==> src/rtl/fetch_controller.sv <==
// Instruction fetch sequencer: owns the PC, buffers {pc, instr} pairs in a small FIFO
// and hands them to decode over valid/ready; handles redirects, misalignment faults and halt.
//
// state   | meaning
// FETCH   | fetching sequentially while pc is inside instruction memory
// HALT    | pc ran past the end of memory; FIFO drains, waiting for a redirect
// FAULT   | misaligned redirect seen; frozen until reset
module fetch_controller #(
  parameter int                ADDR_W     = 64,
  parameter logic [ADDR_W-1:0] RESET_PC   = '0,
  parameter int                IMEM_BYTES = 64,
  parameter int                FIFO_DEPTH = 2
) (
  input  logic              clk,
  input  logic              rst_n,
  output logic [ADDR_W-1:0] imem_addr,
  input  logic [31:0]       imem_instr,
  input  logic              redirect_valid,
  input  logic [ADDR_W-1:0] redirect_target,
  output logic              if_valid,
  input  logic              if_ready,
  output logic [31:0]       if_instr,
  output logic [ADDR_W-1:0] if_pc,
  output logic              halted,
  output logic              fault,
  output logic [31:0]       fetch_count
);

  localparam int                PTR_W   = $clog2(FIFO_DEPTH);
  localparam int                CNT_W   = PTR_W + 1;
  localparam logic [ADDR_W-1:0] LAST_PC = ADDR_W'(IMEM_BYTES - 4);
  localparam logic [CNT_W-1:0]  DEPTH_C = CNT_W'(FIFO_DEPTH);

  typedef enum logic [1:0] {S_FETCH, S_HALT, S_FAULT} state_t;

  state_t            state_q, state_d;
  logic [ADDR_W-1:0] pc_q, pc_d;
  logic [ADDR_W-1:0] fifo_pc    [FIFO_DEPTH];
  logic [31:0]       fifo_instr [FIFO_DEPTH];
  logic [PTR_W-1:0]  rd_ptr_q, wr_ptr_q;
  logic [CNT_W-1:0]  count_q, count_d;
  logic [31:0]       fetch_count_q;
  logic              halted_q;
  logic              pop, push, flush;

  assign if_valid    = (count_q != '0);
  assign pop         = if_valid & if_ready;
  assign imem_addr   = pc_q;
  assign if_instr    = if_valid ? fifo_instr[rd_ptr_q] : '0;
  assign if_pc       = if_valid ? fifo_pc[rd_ptr_q] : '0;
  assign halted      = halted_q;
  assign fault       = (state_q == S_FAULT);
  assign fetch_count = fetch_count_q;

  always_comb begin
    state_d = state_q;
    pc_d    = pc_q;
    push    = 1'b0;
    flush   = 1'b0;
    case (state_q)
      S_FETCH, S_HALT: begin
        if (redirect_valid) begin
          flush = 1'b1;
          if (redirect_target[1:0] == 2'b00) begin
            pc_d    = redirect_target;
            state_d = S_FETCH;
          end else begin
            state_d = S_FAULT;
          end
        end else if (state_q == S_FETCH) begin
          if (pc_q <= LAST_PC) begin
            push = (count_q < DEPTH_C) | pop;
            if (push) pc_d = pc_q + ADDR_W'(4);
          end else begin
            state_d = S_HALT;
          end
        end
      end
      default: ;
    endcase
  end

  // A flush discards any same-cycle pop; otherwise count tracks push minus pop.
  always_comb begin
    count_d = count_q;
    if (flush) count_d = '0;
    else if (push && !pop) count_d = count_q + CNT_W'(1);
    else if (!push && pop) count_d = count_q - CNT_W'(1);
  end

  always_ff @(posedge clk or negedge rst_n) begin
    if (!rst_n) begin
      state_q       <= S_FETCH;
      pc_q          <= RESET_PC;
      rd_ptr_q      <= '0;
      wr_ptr_q      <= '0;
      count_q       <= '0;
      fetch_count_q <= '0;
      halted_q      <= 1'b0;
      for (int i = 0; i < FIFO_DEPTH; i++) begin
        fifo_pc[i]    <= '0;
        fifo_instr[i] <= '0;
      end
    end else begin
      state_q  <= state_d;
      pc_q     <= pc_d;
      count_q  <= count_d;
      halted_q <= (state_d == S_HALT) && (count_d == '0);
      if (flush) begin
        rd_ptr_q <= '0;
        wr_ptr_q <= '0;
      end else begin
        if (pop) rd_ptr_q <= rd_ptr_q + PTR_W'(1);
        if (push) begin
          fifo_pc[wr_ptr_q]    <= pc_q;
          fifo_instr[wr_ptr_q] <= imem_instr;
          wr_ptr_q             <= wr_ptr_q + PTR_W'(1);
          fetch_count_q        <= fetch_count_q + 32'd1;
        end
      end
    end
  end

endmodule

==> config.mk <==
export PLATFORM = sky130hd
export DESIGN_NAME = fetch_controller
export DESIGN_NICKNAME = d
export VERILOG_FILES = /design/src/rtl/fetch_controller.sv
export SDC_FILE = /design/constraint.sdc
export NUM_CORES = 1
export LEC_CHECK = 0
export CAP_MARGIN = 30
export CELL_PAD_IN_SITES_DETAIL_PLACEMENT = 0
export CELL_PAD_IN_SITES_GLOBAL_PLACEMENT = 1
export CORE_MARGIN = 2
export CORE_UTILIZATION = 40
export CTS_CLUSTER_DIAMETER = 150
export DETAILED_ROUTE_END_ITERATION = 6
export PLACE_DENSITY = 0.93
export SLEW_MARGIN = 15
export SYNTH_ARGS = -nofsm -noshare
export SYNTH_HDL_FRONTEND = slang
export SYNTH_SLANG_ARGS = --single-unit
export TNS_END_PERCENT = 100
==> constraint.sdc <==
create_clock -name clk -period 3.1 [get_ports clk]
set_input_delay 0.93 -clock clk [delete_from_list [all_inputs] [get_ports clk]]
set_output_delay 0.93 -clock clk [all_outputs]
set_load 0.05 [all_outputs]
# Yosys cells after proc, flatten, opt, wreduce, memory -nomap -nowiden
# Index checks and enable logic that the tools add are counted.
[classes]
n_addsub = 6
n_mul = 0
div_mod_pow = 0
n_lt_le_gt_ge = 5
eq_ne = 4
n_shift = 0
n_mux = 37
n_bitwise = 5
n_reduce_logical = 18
[ops]
columns = ["op", "n"]
rows = [
  ["64-bit two-way mux", 10],
  ["32-bit two-way mux", 5],
  ["128-bit bitwise mux", 1],
  ["64-bit by 3-bit adder with 64-bit output (second input constant)", 1],
  ["64-bit bitwise mux", 1],
  ["64-bit demux with 1-bit select", 1],
  ["64-bit by 6-bit less-or-equal comparator with 1-bit output (second input constant)", 1],
  ["32-bit by 1-bit adder with 32-bit output (second input constant)", 1],
  ["32-bit demux with 1-bit select", 1],
  ["2-bit two-way mux", 8],
  ["2-bit nonzero test", 6],
  ["1-bit two-way mux", 10],
  ["2-bit logical NOT", 3],
  ["5-bit AND reduction", 1],
  ["2-bit by 1-bit == test with 1-bit output (second input constant)", 2],
  ["2-bit greater-or-equal comparator (second input constant)", 2],
  ["1-bit logical AND", 4],
  ["1-bit NOT with 2-bit output", 2],
  ["1-bit adder (second input constant)", 2],
  ["2-bit by 1-bit adder with 2-bit output (second input constant)", 1],
  ["2-bit == test (second input constant)", 1],
  ["1-bit logical NOT", 2],
  ["2-bit by 1-bit < comparator with 1-bit output (second input constant)", 1],
  ["2-bit < comparator (second input constant)", 1],
  ["other kinds (7)", 7],
]
[word_totals]
reg_bits = 295
latchBits = 0
mem_bits_rw = 0
mem_bits_ro = 0
input_bits = 100
out_inout_bits = 195
word_cells = 86
mem_count = 0

# Longest topological paths before layout
# Gate-level depths: netlist (run 1).
[logic_depth]
word_depth = 14
mapped_depth = 11
mapped_depth_nobuf = 8

# Least setup slack after synthesis (run 1)
# No wires, ideal clock.
[synth_timing]
path_kind = "reg-to-output"
from = "reg rd_ptr_q"
to = "out if_pc[34]"
arrival_ns = 2.194
setup_slack_ns = -0.024
stages_incl_launch_ff = 6
path_cell_list = "dfrtp_1 -> clkbuf_1 -> buf_1 -> buf_1 -> mux2i_1 -> nor2_1"
[synth_between]
elab_chain_cells = 5
[synth_rtl]
columns = ["item", "line_no", "source"]
rows = [
  ["start, declared", "40", "logic [PTR_W-1:0] rd_ptr_q, wr_ptr_q;"],
  ["start signal, assigned", "113", "if (pop) rd_ptr_q <= rd_ptr_q + PTR_W'(1);"],
  ["1-bit NOT with 2-bit output (not written as such)", "50", "assign if_pc = if_valid ? fifo_pc[rd_ptr_q] : '0;"],
  ["64-bit two-way mux (not written as such) (3 in series)", "50", ""],
  ["64-bit two-way mux", "50", ""],
  ["end, declared", "23", "output logic [ADDR_W-1:0] if_pc,"],
]
# No other way between the ends. The select of a mux whose other input is x is not followed.

# Worst setup path after layout (run 1)
[layout_timing]
from = "reg count_q[1]"
to = "out if_pc[33]"
[layout_between]
elab_chain_cells = 2
[layout_rtl]
columns = ["item", "line_no", "source"]
rows = [
  ["start, declared", "41", "logic [CNT_W-1:0] count_q, count_d;"],
  ["start signal, assigned", "107", "count_q <= count_d;"],
  ["2-bit nonzero test", "46", "assign if_valid = (count_q != '0);"],
  ["64-bit two-way mux", "50", ""],
]
# No other way between the ends.

==> results of run 1 <==
-- sequential cells by signal, summed over array words and instances (netlist names) --
signal	count
count_q	2
imem_addr	64
wr_ptr_q	1
state_q	2
fifo_pc	128
fetch_count	32
rd_ptr_q	1
halted	1
fifo_instr	64
-- cells by family (layout without fill, tap and decap cells) --
group | after synthesis | after routing | share of synthesized area
AOI/OAI and AO/OA | 139 | 139 | 0.0632
adders and majority gates | 3 | 3 | 0.00278
and+or+nand+nor | 484 | 484 | 0.182
xor gates and xnor gates | 33 | 33 | 0.0224
muxes | 177 | 177 | 0.149
buffers and inverters | 90 | 442 | 0.0333
DFF | 295 | 295 | 0.547
-- power by group through the flow --
stage	clock network, mW	registers [mW]	logic [mW]
finish	3.87	3.97	1.59
global route	4.12	3.98	1.69
CTS	3.96	3.97	1.52
detailed placement	0	4.07	1.46
global placement	0	4.07	1.44
floorplan	0	4.00	0.940
-- critical path, delay by kind of cell, from the launching register on --
kind,cells,cell delay (ps)
adder cells (fa/ha/maj),1,200
flip-flops,1,430
buffers and inverters,3,470
AND/OR/NAND/NOR,1,350
-- worst paths after layout --
check | cells after the start | end | startpoint | slack, ps
max in group asynchronous | 2 | fifo_pc[108] | rst_n | 1790
setup / recovery | 5 | if_pc[33] | count_q[1] | 140
min in group clk | 1 | fetch_count[31] | fetch_count[31] | 470
hold reg to reg | 1 | fetch_count[31] | fetch_count[31] | 470
setup reg to reg | 6 | fifo_instr[43] | imem_addr[40] | 240
hold / removal | 1 | fifo_pc[19] | rst_n | 440
-- cell type report --
cell class / instances / area share
clock buffer: 44 / 0.0486
clock inverter: 12 / 0.00707
inverter: 19 / 0.00373
multi-input combinational: 836 / 0.302
sequential: 295 / 0.386
tap: 448 / 0.0293
timing repair buffer: 367 / 0.223
-- synth_stat cells, types with 7 or more instances --
master,n,area [um2]
a31oi_1,9,56.3
clkbuf_1,48,180
buf_2,7,35.0
a21oi_1,49,245
nor4_1,25,156
nor3_1,12,60.1
xnor2_1,19,166
o21ai_0,37,185
and3_1,14,87.6
buf_1,7,26.3
nand3_1,32,160
nand4_1,27,169
dfrtp_1,295,7380
nor2_1,153,574
nand2b_1,7,43.8
mux2_2,39,439
mux2i_1,100,1000
nand2_1,65,244
and2_1,126,788
xor2_1,13,114
inv_1,18,67.6
mux2_4,38,571
-- metal layers --
layer | global-route usage | share of wire | wire [um] | up-vias
li1 | - | - | - | 4899
met1 | 0.304 | 0.43 | 16900 | 5337
met2 | 0.369 | 0.48 | 19000 | 419
met5 | 0 | 0.00033 | 13 | -
met4 | 0.0509 | 0.018 | 729 | 2
met3 | 0.0517 | 0.075 | 2980 | 52
-- cell usage in the layout (no fill, tap or decap), drive strengths merged, types with 12 or more instances in the layout --
master | synthesis | layout
mux2 | 77 | 77
xor2 | 13 | 13
inv | 18 | 20
mux2i | 100 | 100
a21oi | 49 | 49
and2 | 126 | 126
nand3 | 32 | 32
nor4 | 25 | 25
buf | 23 | 170
nand4 | 27 | 27
nand2 | 65 | 65
clkdlybuf4s50 | 0 | 196
clkbuf | 48 | 45
o21ai | 37 | 37
nor3 | 12 | 12
xnor2 | 19 | 19
dfrtp | 295 | 295
and3 | 14 | 14
nor2 | 154 | 154
-- repair_timing --
item | CTS | global route
cloned | 0 | 1
setup buffers | 1 | 0
gates resized for setup | 0 | 1
endpoints found under the setup margin | 1 | 50
==> impl_results.md, run 1 <==
- CP required: roughly 2200 ps
- Synthesized Nets: 1,324
- Worst path arrival time: 2030 ps
- Non-Filler Instances: approximately 2,000
- Final period utilization: 0.955
- Multi-input gate area: 5770 um2
- Dpl cells: just under 2,000
- P&R area growth vs syn: 41.6%
- Unrepaired setup endpoints after global routing: false
- Critical Path Source Type: flip-flop
- Synthesis Warnings: 0
- Crit-path max FO: 49
- Syn Area/Cell: 11.0 um2
- Outcome: finished, final reports clean
- Peak VDD IR: 327 uV
- Max-cap viol count: 0
- CP Cell Sequence: inv_1 -> ha_4 -> buf_16 -> nor2_1 -> buf_12
- Hold Vio Cnt, Final: 0
- GRT Residual Overflow: 0
- Core Footprint: 33,400 um2
- Worst-Margin Slew: 729 ps
- Initial antenna violation count: 1
- # clock sinks: 295
- Via density: approximately 5.3
- Achievable frequency: 338 MHz
- Max Slew Vio Count: 0
- Initial drt markers: 696
- CTS max path bufs: 3
- Finished Cell Area: 19,100 um2
- Placer Congestion: around 0.92
- Post-CTS Hold Fix Bufs: 0
- Synth Register Bits: 295
- Post-synth EDFFs: 0
- Die width: 188 um
- Clk slew on worst S/H paths: 60 ps
- Post-place setup slack: -155 ps
- Worst-skew pair later-pin latency: just over 500 ps
- Dpl hpwl: 27.3 mm
- Sequential power share: 0.421
- # IOs: 295
- Rows: 67
- Residual DRC count: 0
- Register area share after synthesis: 0.547
- Vias: about 11,000
- Ys async rst share: 1.00
- First-pass GRT wire length: roughly 63 mm
- Slew HR: 0.514
- Sum Neg Setup Slack: 0 ps
- Main synth FF type: dfrtp_1
- CP endpoint kind: primary output
- Crit-path max cell delay: ~430 ps
- Final setup violation count: 0
- Overall power: between 9 and 10 mW
- Root Driver: clkbuf_16
- Hold slack: around 440 ps
- Worst setup slack after layout: 141 ps
- WL/cell: 19.6 um
- Slowest CP cell: dfrtp_1
- Switching portion of total power: 0.275
- GRT Total Usage: 0.225
- Fraction of layout cells with a size suffix above 1: 0.214
- Final Util: 0.573
- Antenna cells: 0
- Fin crit period: 2960 ps
- Worst clock skew: 13.9 ps
- CTS H-tree depth: 2
- Routed Wire Length: 39.6 mm
- PortBufs: between 200 and 300
- Yosys cell types: between 50 and 60
- Pleak: 9.14 nW
- Die Height: 188 um
- Internal power: 6.84 mW
- PwrDens: 493 nW/um2
- Kind of critical path: flip-flop to primary output
- Hold Path Class: primary input to async pin
- 1st-pass router iterations: 4
- TritonCTS Buffers: 34
- Post-DRT Antenna Nets: 0
- CTS tree: done
- Die area: 35,200 um2
- Combinational Power Share: 0.169
- Initial core utilization: 0.404
- Fill cell count: between 2,000 and 3,000
- Number of global-route vias before repair: 11,300
- Clk network pwr share: 0.410
- Largest net degree at the start of global routing: 99
- DP Area: about 18,000 um2
- Reg area: 7390 um2
- Net Switching: 2.59 mW
- Nets: 1,656
- Cell area after synthesis: 13,500 um2
- Syn Inst Count: 1,221
No activity file was read; power rests on OpenSTA's default activity.
==> run 2, diff against run 1 <==
Settings changed: ABC_CLOCK_PERIOD_IN_PS from default to 3380.
Clock period 3.1 ns to 3.38 ns, I/O delays scaled along.
==> impl_results.md, run 2 (synthesized netlist as in run 1, its figures left out) <==
- Initial core utilization: 0.404
- WL/cell: 19.1 um
- CTS H-tree depth: 2
- Sequential power share: 0.423
- Largest register FFs: 128
- Final period utilization: 0.948
- Number of global-route vias before repair: 10,900
- # IOs: roughly 300
- Residual DRC count: 0
- Routed Wire Length: 38.4 mm
- CTS tree: done
- Core Footprint: between 30,000 and 40,000 um2
- Combinational Power Share: 0.158
- Peak VDD IR: 324 uV
- Net Switching: between 2 and 2.5 mW
- CP endpoint kind: primary output
- Placer Congestion: between 0.8 and 0.9
- Worst-Margin Slew: 723 ps
- Sum Neg Setup Slack: 0 ps
- Via density: 5.27
- P&R area growth vs syn: 40.0%
- Unrepaired setup endpoints after global routing: false
- Die Height: 188 um
- Worst path arrival time: 2190 ps
- PortBufs: 294
- Hold Path Class: flip-flop to flip-flop
- Die width: ~190 um
- TritonCTS Buffers: 34
- Post-place setup slack: 85.3 ps
- Nets: between 1,500 and 2,000
- Outcome: finished, final reports clean
- Hold slack: between 400 and 500 ps
- Worst setup slack after layout: between 150 and 200 ps
- Overall power: 8.50 mW
- Rows: 67
- Dpl hpwl: 26.6 mm
- Achievable frequency: 312 MHz
- Post-DRT Antenna Nets: 0
- Internal power: 6.23 mW
- Die area: 35,200 um2
- Hold Vio Cnt, Final: 0
- Vias: 10,600
- Most frequent cells in the layout: dfrtp_1 (294), clkdlybuf4s50_1 (196), nor2_1 (153)
- Max-cap viol count: 0
- Non-Filler Instances: approximately 2,000
- Kind of critical path: flip-flop to primary output
- Worst clock skew: 14.4 ps
- Fraction of layout cells with a size suffix above 1: 0.168
- 1st-pass router iterations: 5
- Setup bufs post-CTS: 0
- Fin crit period: 3200 ps
- Top reg by flops: fifo_pc
- Max Slew Vio Count: 0
- Slew HR: 0.518
- First-pass GRT wire length: around 62 mm
- CTS max path bufs: 3
- GRT Residual Overflow: 0
- Crit-path max FO: 55
- CP required: 2370 ps
- # clock sinks: slightly below 300
- GRT Total Usage: 0.218
- Switching portion of total power: 0.267
- Clk network pwr share: 0.419
- Worst-skew pair later-pin latency: 500 ps
- Initial antenna violation count: 1
- Final setup violation count: 0
- PwrDens: 450 nW/um2
- Commonest non-fill, non-tap cell in the layout: dfrtp_1
- Pleak: between 9 and 10 nW
- Clk slew on worst S/H paths: 60 ps
- Fill cell count: between 2,000 and 3,000
- Initial drt markers: 640
- Critical Path Source Type: flip-flop
- Post-CTS Hold Fix Bufs: 0
- Dpl cells: 1,944
- Root Driver: clkbuf_16
- Largest net degree at the start of global routing: 84
-- run 2: cell types whose count changed in the layout (fill, tap and decap cells not counted), sizes merged --
cell	before	now
buf	170	122
dlygate4sd2	0	28
clkbuf	45	52
bufinv	2	0
clkinv	8	6
diode	0	1
inv	20	21
-- run 2: routing by layer --
layer  share of wire  vias up  global-route usage
met5         0.00034        -                   0
met4           0.016        2              0.0463
met3           0.076       42              0.0535
met2            0.47      393               0.356
met1            0.43     5268               0.294
li1                -     4866                   -
-- run 2: area by class of cell --
cell class | count | area (um2) | share of cell area
Timing Repair Buffer | 346 | 4080 | 0.216
Tap cell | 448 | 561 | 0.0297
Sequential cell | 295 | 7390 | 0.391
Multi-Input combinational cell | 836 | 5690 | 0.301
Inverter | 19 | 71.3 | 0.00377
Clock inverter | 9 | 70.1 | 0.00371
Clock buffer | 52 | 1030 | 0.0544
Antenna cell | 1 | 2.50 | 0.000132
-- run 2: what timing repair did --
item | in CTS | in global routing
setup endpoints to repair | 28 | 0
gates resized for setup | 28 | 0
hold endpoints to repair | 0 | 0
-- run 2: worst max-delay path, cell delays in order (launching register included) --
cell	delay [ps]
dfrtp_1	430
inv_1	130
ha_4	460
buf_12	310
nor2_1	150
buf_12	170
-- run 2: power by group through the flow --
stage / logic (mW) / registers, mW / clock network, mW
floorplan: 0.827 / 3.67 / 0
global route: 1.44 / 3.60 / 3.80
global placement: 1.35 / 3.66 / 0
detailed placement: 1.37 / 3.66 / 0
CTS: 1.37 / 3.60 / 3.65
finish: 1.34 / 3.60 / 3.56
-- run 2: path summary, 6_finish.rpt --
kind	startpoint	to	slack (ps)	depth (start not counted)
worst max-delay path	count_q[1]	if_instr[15]	180	5
worst min-delay path	fetch_count[31]	fetch_count[31]	480	1
worst max register to register	imem_addr[20]	imem_addr[48]	460	8
worst min register to register	fetch_count[31]	fetch_count[31]	480	1
max in group asynchronous	rst_n	fifo_instr[58]	2050	2
min in group asynchronous	rst_n	fifo_pc[14]	520	1
-- run 2: through the flow --
step                area [um2]  utilization
global placement         17800        0.534
CTS                      18900        0.566
global route             18900        0.566
finish                   18900        0.566
floorplan                13500            -
detailed placement       17800        0.534
